--- config.mk ---
export PLATFORM = sky130hd
export DESIGN_NAME = mips_hazard_ctrl
export DESIGN_NICKNAME = d
export VERILOG_FILES = /design/src/rtl/mips_hazard_ctrl.sv
export SDC_FILE = /design/constraint.sdc
export NUM_CORES = 1
export LEC_CHECK = 0
export ABC_AREA = 1
export CAP_MARGIN = 20
export CORE_MARGIN = 3
export CORE_UTILIZATION = 38
export DETAILED_ROUTE_END_ITERATION = 7
export PLACE_DENSITY = 0.77
export SYNTH_ARGS = -nofsm -noshare
export SYNTH_HDL_FRONTEND = slang
export SYNTH_SLANG_ARGS = --single-unit
--- constraint.sdc ---
create_clock -name clk1 -period 1.02 [get_ports clk1]
set_input_delay 0.153 -clock clk1 [delete_from_list [all_inputs] [get_ports clk1]]
set_output_delay 0.153 -clock clk1 [all_outputs]
set_load 0.01 [all_outputs]
--- src/rtl/mips_hazard_ctrl.sv ---
// mips_hazard_ctrl: interlock and halt control for a 5-stage MIPS-like pipeline.
// Tracks in-flight destination registers in EX/MEM/WB scoreboard slots and
// stalls ID on read-after-write hazards against EX or MEM. A taken branch
// resolved in MEM flushes IF/ID and ID/EX. HLT blocks further issue and
// raises a sticky halted flag once it reaches WB.
// Optional feature: define HAZARD_STATS_EN to build a saturating 16-bit
// stall-cycle counter on stall_count; otherwise stall_count is tied to 0.
module mips_hazard_ctrl (
    input  logic        clk1,
    input  logic        rst,
    input  logic        id_valid,
    input  logic [31:0] id_ir,
    input  logic        branch_taken,
    output logic        stall,
    output logic        flush,
    output logic        issue,
    output logic        halted,
    output logic [15:0] stall_count
);

    localparam logic [5:0] OP_ADD   = 6'b000000;
    localparam logic [5:0] OP_SUB   = 6'b000001;
    localparam logic [5:0] OP_AND   = 6'b000010;
    localparam logic [5:0] OP_OR    = 6'b000011;
    localparam logic [5:0] OP_SLT   = 6'b000100;
    localparam logic [5:0] OP_MUL   = 6'b000101;
    localparam logic [5:0] OP_LW    = 6'b001000;
    localparam logic [5:0] OP_SW    = 6'b001001;
    localparam logic [5:0] OP_ADDI  = 6'b001010;
    localparam logic [5:0] OP_SUBI  = 6'b001011;
    localparam logic [5:0] OP_SLTI  = 6'b001100;
    localparam logic [5:0] OP_BNEQZ = 6'b001101;
    localparam logic [5:0] OP_BEQZ  = 6'b001110;
    localparam logic [5:0] OP_HLT   = 6'b111111;

    // One in-flight instruction; dest is 0 when the instruction writes nothing.
    typedef struct packed {
        logic       valid;
        logic [4:0] dest;
        logic       is_hlt;
    } slot_t;

    slot_t s_ex, s_mem, s_wb;

    logic [5:0] opcode;
    logic [4:0] rs, rt, rd;
    logic       use_rs, use_rt;
    logic [4:0] id_dest;
    logic       id_is_hlt;
    logic       hazard;
    logic       halt_pending;
    logic       unused_bits;

    assign opcode = id_ir[31:26];
    assign rs     = id_ir[25:21];
    assign rt     = id_ir[20:16];
    assign rd     = id_ir[15:11];

    // Immediate/offset bits and the WB destination never affect interlocking.
    assign unused_bits = ^{id_ir[10:0], s_wb.dest};

    // A source hits when it is nonzero and matches a live destination in EX or MEM.
    // WB is excluded because the register file writes before ID reads.
    function automatic logic src_hit(input logic [4:0] src, input slot_t ex, input slot_t mem);
        logic hit;
        hit = 1'b0;
        if (src != 5'd0) begin
            if (ex.valid && (ex.dest == src))
                hit = 1'b1;
            if (mem.valid && (mem.dest == src))
                hit = 1'b1;
        end
        return hit;
    endfunction

    // Classify the ID instruction into sources used, destination and HLT flag.
    always_comb begin
        use_rs    = 1'b0;
        use_rt    = 1'b0;
        id_dest   = 5'd0;
        id_is_hlt = 1'b0;
        case (opcode)
            OP_ADD, OP_SUB, OP_AND, OP_OR, OP_SLT, OP_MUL: begin
                use_rs  = 1'b1;
                use_rt  = 1'b1;
                id_dest = rd;
            end
            OP_ADDI, OP_SUBI, OP_SLTI, OP_LW: begin
                use_rs  = 1'b1;
                id_dest = rt;
            end
            OP_SW: begin
                use_rs = 1'b1;
                use_rt = 1'b1;
            end
            OP_BNEQZ, OP_BEQZ: begin
                use_rs = 1'b1;
            end
            OP_HLT: begin
                id_is_hlt = 1'b1;
            end
            default: begin
                use_rs = 1'b0;
            end
        endcase
    end

    // Hazard detection and issue gating; a taken branch always overrides a stall.
    always_comb begin
        hazard       = (use_rs && src_hit(rs, s_ex, s_mem)) ||
                       (use_rt && src_hit(rt, s_ex, s_mem));
        stall        = id_valid && hazard && !branch_taken;
        flush        = branch_taken;
        halt_pending = (s_ex.valid  && s_ex.is_hlt)  ||
                       (s_mem.valid && s_mem.is_hlt) ||
                       (s_wb.valid  && s_wb.is_hlt);
        issue        = id_valid && !stall && !flush && !halt_pending && !halted;
    end

    // Advance the scoreboard; a taken branch squashes the EX and ID occupants.
    always_ff @(posedge clk1) begin
        if (rst) begin
            s_ex.valid   <= 1'b0;
            s_ex.is_hlt  <= 1'b0;
            s_mem.valid  <= 1'b0;
            s_mem.is_hlt <= 1'b0;
            s_wb.valid   <= 1'b0;
            s_wb.is_hlt  <= 1'b0;
        end else if (branch_taken) begin
            s_wb         <= s_mem;
            s_mem.valid  <= 1'b0;
            s_mem.is_hlt <= 1'b0;
            s_ex.valid   <= 1'b0;
            s_ex.is_hlt  <= 1'b0;
        end else begin
            s_wb        <= s_mem;
            s_mem       <= s_ex;
            s_ex.valid  <= issue;
            s_ex.dest   <= id_dest;
            s_ex.is_hlt <= issue && id_is_hlt;
        end
    end

    // Sticky halt: set as the HLT entry moves from MEM into WB.
    always_ff @(posedge clk1) begin
        if (rst)
            halted <= 1'b0;
        else if (s_mem.valid && s_mem.is_hlt)
            halted <= 1'b1;
    end

`ifdef HAZARD_STATS_EN
    logic [15:0] stall_cnt_q;

    // Count stall cycles, holding at the maximum value instead of wrapping.
    always_ff @(posedge clk1) begin
        if (rst)
            stall_cnt_q <= 16'd0;
        else if (stall && (stall_cnt_q != 16'hFFFF))
            stall_cnt_q <= stall_cnt_q + 16'd1;
    end

    assign stall_count = stall_cnt_q;
`else
    assign stall_count = 16'd0;
`endif

endmodule

==> flow_metrics.env, run 1 <==
export IMPL_synth_top_area_share_pct=23.8
export IMPL_hold_viol_final=0
export IMPL_synth_area_um2=1260
export IMPL_slowest_delay_ps=460
export IMPL_m1WireLength_um=1250
export IMPL_post_route_util_pct=56.3
export IMPL_seqCellArea_um2=442
export IMPL_diodes=0
export IMPL_cts_clk_slew_worst_paths_ps=100
export IMPL_final_setup_viol_count=4
export IMPL_worst_setup_path_type="reg2out"
export IMPL_hold_path_depth=3
export IMPL_core_area_um2=3100
export IMPL_power_density_nw_per_um2=870
export IMPL_hold_slack_ps=140
export IMPL_design_power_total_w=0.00152
export IMPL_cp_slowest_cell="edfxtp_1"
export IMPL_routabilityCongestion=0.835
export IMPL_num_rows=20
export IMPL_synthesis_instances=188
export IMPL_drt_pass1_iterations=4
export IMPL_final_max_slew_viol_count=0
export IMPL_vias=1254
export IMPL_dieArea_um2=4040
export IMPL_fmax_mhz=586
export IMPL_post_route_min_period_ps=1710
export IMPL_async_flop_share_pct=0
export IMPL_cp_num_cells=8
export IMPL_rsz0062_at_grt="yes"
export IMPL_dr_first_iter_drc_count=53
export IMPL_status="finished with violations"
export IMPL_path_buf_inv=1
export IMPL_ys_warn_count=0
export IMPL_grt_max_degree=13
export IMPL_max_cap_violations=0
export IMPL_cts_tree="yes"
export IMPL_synth_edf_count=10
export IMPL_cp_data_arrival_time_ps=1550
export IMPL_p_leak_nw=0.881
export IMPL_yosys_top_cells_area="edfxtp_1 24%, nand2_1 15%, dfxtp_1 11%"
export IMPL_clock_path_buffers=2
export IMPL_cts_max_level=1
export IMPL_grt_pass1_wl_um=4840
export IMPL_skew_ps=3.60
export IMPL_insertion_delay_ps=290
export IMPL_first_global_vias=1180
export IMPL_gr_total_overflow=0
export IMPL_path_max_fanout=4
export IMPL_area_delta_synth_final_pct=38.5
export IMPL_hold_buffers=0
export IMPL_ys_types=24
export IMPL_crit_top_cell="nand2_1"
export IMPL_violations="negative setup slack"
export IMPL_final_common_cell="nand2_1"
export IMPL_cpLargestDelayFamily="simple AND/OR/NAND/NOR gates"
export IMPL_fin_nets=278
export IMPL_fill_cells=306
export IMPL_crit_chain="nand2_1, nand2_1, nor2_1, nand3_1, nand2_1, nand3_2, a21oi_2, buf_2"
export IMPL_min_path_type="in2reg"
export IMPL_tns_ps=-2100
export IMPL_multi_input_area_um2=672
export IMPL_viasPerCell=4.40
export IMPL_hpwlAfterDp_um=2260
export IMPL_ir_drop_mv=0.403
export IMPL_routedWlPerCell_um=10.3
export IMPL_synth_flop_cell="edfxtp_1"
export IMPL_clock_sinks=17
export IMPL_highest_layer="met4"
export IMPL_final_cell_mix="47 x nand2_1, 24 x nor2_1, 24 x inv_1, 19 x buf_4"
export IMPL_fin_crit_sh_pct=167
export IMPL_wl_met3_um=187
export IMPL_ys_seq_elements=17
export IMPL_wl_met2_um=1430
export IMPL_drive_gt1_share_pct=28.2
export IMPL_port_buffers=28
export IMPL_worstPathRequired_ps=870
export IMPL_drcViolationCount=0
export IMPL_die_h_um=63.6
export IMPL_synth_largest_area_cell="edfxtp_1"
export IMPL_grt_usage_pct=14.8
export IMPL_cp_end_kind="primary output"
export IMPL_io_pins=56
export IMPL_wl_um=2930
export IMPL_die_x_um=63.6
export IMPL_cts_buffers=3
export IMPL_initial_core_util_pct=40.6
export IMPL_detail_route_antenna_nets=0
export IMPL_final_setup_worst_slack_ps=-686
export IMPL_syn_area_per_cell_um2=6.70
export IMPL_worst_r2r_path_depth=9
export IMPL_cts_root_buffer="clkbuf_4"
export IMPL_yosysSeqAreaShare_pct=35.0
export IMPL_antenna_found_initial=0
export IMPL_cp_start_kind="flip-flop"
## metrics by stage
step / setup slack [ps] / area (µm²) / cells
floorplan: -150 / 1330 / 203
global placement: -1080 / 1680 / 276
detailed placement: -1100 / 1680 / 276
CTS: -689 / 1720 / 282
global route: -805 / 1750 / 285
finish: -686 / 1750 / 285
## repair_timing
item / in CTS / in global routing
gates resized for setup: 33 / 25
endpoints found under the setup margin: 11 / 10
pin swaps: 11 / 17
buffers inserted: 2 / 3
## final cells by class
type | instances | share of cell area, %
sequential | 17 | 25.3
tap | 44 | 3.15
inverter | 32 | 6.88
clock buffer | 4 | 1.51
timing repair buffer | 51 | 24.7
multi-input combinational | 137 | 38.5
## cell families after synthesis
kind of cell	count (synthesis)	share of synthesized area, %
xor+xnor	3	2.09
simple gates	100	35.5
buf+inv	49	19.7
other cells	1	0.298
flops	17	35.0
compound gates	18	7.55
## state kept, by name, summed over array words and instances (netlist names)
signal,count
halted,1
s_ex,7
s_wb,2
s_mem,7
## cells in the mapped netlist (3+ instances only)
library cell	number
edfxtp_1	10
nand3_1	9
nand3_2	4
inv_2	4
o21ai_0	3
o21ai_1	11
inv_1	28
nand2_1	51
buf_4	17
nor2_1	28
dfxtp_1	7
xor2_1	3
## path summary, 6_finish.rpt
check,slack (ps),endpoint,from
max reg2reg,-370,s_ex[6]$_SDFF_PN0_,s_ex[3]$_DFFE_PP_
max,-690,stall,s_ex[3]$_DFFE_PP_
min reg2reg,430,s_wb[0]$_SDFF_PP0_,s_mem[0]$_SDFF_PN0_
min,140,s_ex[0]$_SDFF_PN0_,id_ir[30]
## metal layers
metal / vias up / global-route usage, %
li1: 656 / -
met2: 47 / 25.8
met3: 7 / 1.78
met5: - / 0
met4: 0 / 7.01
met1: 544 / 17.8
## power by group
| group | switching (W) | leakage [nW] | internal, W |
|---|---|---|---|
| Combinational | 0.000200 | 0.725 | 0.000181 |
| Sequential | 0.0000225 | 0.142 | 0.000751 |
| Clock | 0.000211 | 0.0150 | 0.000152 |
## worst register-to-register path: stages, from the launching register on
cell      delay (ps)
edfxtp_1         460
nand2_1          110
nand2_1           60
nor2_1           120
nand3_1           80
nand2_1           70
nand3_2          110
buf_4            160
nand4_2           90
inv_1             40
No activity file was read; power rests on OpenSTA's default activity.
==> inputs of run 2 (changes only) <==
--- a/config.mk
+++ b/config.mk
@@ -10,7 +10,7 @@
 export CORE_MARGIN = 3
 export CORE_UTILIZATION = 38
 export DETAILED_ROUTE_END_ITERATION = 7
-export PLACE_DENSITY = 0.77
+export PLACE_DENSITY = 0.8
 export SYNTH_ARGS = -nofsm -noshare
 export SYNTH_HDL_FRONTEND = slang
 export SYNTH_SLANG_ARGS = --single-unit
==> run 2 against run 1 <==
The flow still finishes with violations (negative setup slack). Combinational power is 6.0% higher. Sequential power barely moved. Maximum frequency fell by 4.3%. Register-to-register slack about the same. Clock power is 2% lower. Clock skew up 5.7 ps. Non-clock buffer count grew 2. Critical path depth unchanged. Sequential share of layout area fell by 0.72 points. Routed wire length increased by 5.7%. Die area did not move. Highest routed layer unchanged.
==> flow_metrics.env, run 2 (synthesized netlist as in run 1, its figures left out) <==
export IMPL_status="finished with violations"
export IMPL_design_area_um2=1800
export IMPL_hold_buffers=0
export IMPL_grt_pass1_wl_um=4590
export IMPL_hold_slack_ps=159
export IMPL_gr_total_overflow=0
export IMPL_fin_nets=280
export IMPL_hpwlAfterDp_um=2260
export IMPL_startpoint="s_ex[2]$_DFFE_PP_"
export IMPL_path_max_fanout=4
export IMPL_r2r_end="s_ex[0]$_SDFF_PN0_"
export IMPL_cp_data_arrival_time_ps=1630
export IMPL_post_dp_cell_area_um2=1680
export IMPL_drcViolationCount=0
export IMPL_cp_end_kind="primary output"
export IMPL_cpLargestDelayFamily="simple AND/OR/NAND/NOR gates"
export IMPL_core_area_um2=3100
export IMPL_grt_max_degree=13
export IMPL_area_delta_synth_final_pct=42.6
export IMPL_skew_ps=9.34
export IMPL_cp_slowest_cell="edfxtp_1"
export IMPL_worst_setup_path_type="reg2out"
export IMPL_fmax_mhz=561
export IMPL_top_regs="s_ex: 7 flops, s_mem: 7 flops, s_wb: 2 flops"
export IMPL_cp_start_kind="flip-flop"
export IMPL_final_setup_worst_slack_ps=-763
export IMPL_crit_chain="nand2_1, o21ai_1, nor2_1, nand3_1, nand2_2, nand3_4, a21oi_2, buf_2"
export IMPL_ir_drop_mv=0.398
export IMPL_vias=1283
export IMPL_die_x_um=63.6
export IMPL_post_route_util_pct=57.9
export IMPL_grt_usage_pct=14.4
export IMPL_crit_end="stall"
export IMPL_clock_sinks=17
export IMPL_routedWlPerCell_um=10.8
export IMPL_cts_max_level=1
export IMPL_final_cell_mix="46 x nand2_1, 26 x inv_1, 25 x nor2_1, 20 x buf_4, 17 x clkdlybuf4s50_1"
export IMPL_dr_first_iter_drc_count=45
export IMPL_io_pins=56
export IMPL_routabilityCongestion=0.864
export IMPL_worst_r2r_path_depth=9
export IMPL_die_h_um=63.6
export IMPL_insertion_delay_ps=290
export IMPL_min_path_type="in2reg"
export IMPL_reg2reg_from="s_ex[3]$_DFFE_PP_"
export IMPL_drt_pass1_iterations=4
export IMPL_clock_path_buffers=2
export IMPL_num_rows=20
export IMPL_initial_core_util_pct=40.6
export IMPL_detail_route_antenna_nets=0
export IMPL_fin_crit_sh_pct=175
export IMPL_antenna_found_initial=0
export IMPL_cts_buffers=3
export IMPL_cts_tree="yes"
export IMPL_viasPerCell=4.47
export IMPL_worstPathRequired_ps=870
export IMPL_cts_clk_slew_worst_paths_ps=100
export IMPL_final_setup_viol_count=4
export IMPL_rsz0062_at_grt="yes"
export IMPL_path_buf_inv=1
export IMPL_fill_cells=302
export IMPL_diodes=0
export IMPL_reg2reg_setup_slack_ps=-360
export IMPL_tns_ps=-2220
export IMPL_post_route_min_period_ps=1780
export IMPL_p_leak_nw=0.904
export IMPL_hold_viol_final=0
export IMPL_drive_gt1_share_pct=27.2
export IMPL_final_max_slew_viol_count=0
export IMPL_max_cap_violations=0
export IMPL_port_buffers=28
export IMPL_final_common_cell="nand2_1"
export IMPL_wl_um=3100
export IMPL_power_density_nw_per_um2=853
export IMPL_dieArea_um2=4040
export IMPL_cts_root_buffer="clkbuf_4"
export IMPL_slowest_delay_ps=480
export IMPL_first_global_vias=1128
export IMPL_cp_num_cells=8
export IMPL_violations="negative setup slack"
[run 2: cell types whose count changed in the layout (fill, tap and decap cells not counted), sizes merged]
cell,previous run,this run
buf,27,29
clkbuf,10,8
clkdlybuf4s15,0,2
dlygate4sd2,2,0
clkdlybuf4s50,16,17
dlymetal6s2s,0,1
[run 2: how the worst min path moves through the flow]
stage	startpoint	endpoint	depth (start not counted)
floorplan	rst	halted$_SDFFE_PP0P_	1
global placement	s_mem[0]$_SDFF_PN0_	s_wb[0]$_SDFF_PP0_	2
detailed placement	s_mem[0]$_SDFF_PN0_	s_wb[0]$_SDFF_PP0_	2
CTS	id_ir[30]	s_ex[0]$_SDFF_PN0_	3
global route	id_ir[30]	s_ex[0]$_SDFF_PN0_	3
finish	id_ir[30]	s_ex[0]$_SDFF_PN0_	3
[run 2: per-layer routing]
metal / global-route usage (%) / share of wire [%]
met1: 16.9 / 42
met2: 23.9 / 50
met3: 2.32 / 5.2
met4: 9.97 / 2.6
met5: 0 / 0
[run 2: final cells by class]
| class | instances | area, µm² | share of cell area [%] |
|---|---|---|---|
| multi-input combinational | 137 | 683 | 38.0 |
| timing repair buffer | 53 | 470 | 26.2 |
| sequential | 17 | 442 | 24.6 |
| inverter | 32 | 120 | 6.69 |
| tap | 44 | 55.1 | 3.06 |
| clock buffer | 4 | 26.3 | 1.46 |
[run 2: where the power goes]
part | internal, W | switching, W
registers | 0.000751 | 0.0000228
clock network | 0.000152 | 0.000202
logic | 0.000197 | 0.000207
[run 2: per-stage QoR]
stage               setup WS [ps]  power, W  cells
floorplan                    -150  0.000998    203
global placement            -1090   0.00115    276
detailed placement          -1110   0.00116    276
CTS                          -678   0.00150    282
global route                 -914   0.00161    287
finish                       -763   0.00153    287
[run 2: tightest hold or removal path, cell delays in order]
cell	delay [ps]
clkbuf_2	110
nand3_1	100
nor2_2	40
[run 2: what timing repair did]
item | in CTS | in global routing
pin swaps | 6 | 5
resized for setup | 29 | 26
setup buffers | 2 | 6
endpoints found under the setup margin | 11 | 19
==> inputs of run 3 (changes only) <==
--- a/config.mk
+++ b/config.mk
@@ -10,6 +10,7 @@
 export CORE_MARGIN = 3
 export CORE_UTILIZATION = 38
 export DETAILED_ROUTE_END_ITERATION = 7
+export HOLD_SLACK_MARGIN = 0.12
 export PLACE_DENSITY = 0.8
 export SYNTH_ARGS = -nofsm -noshare
 export SYNTH_HDL_FRONTEND = slang
==> results of run 3 <==
Same layout as run 2: the final DEF is identical, and so are final timing and power.
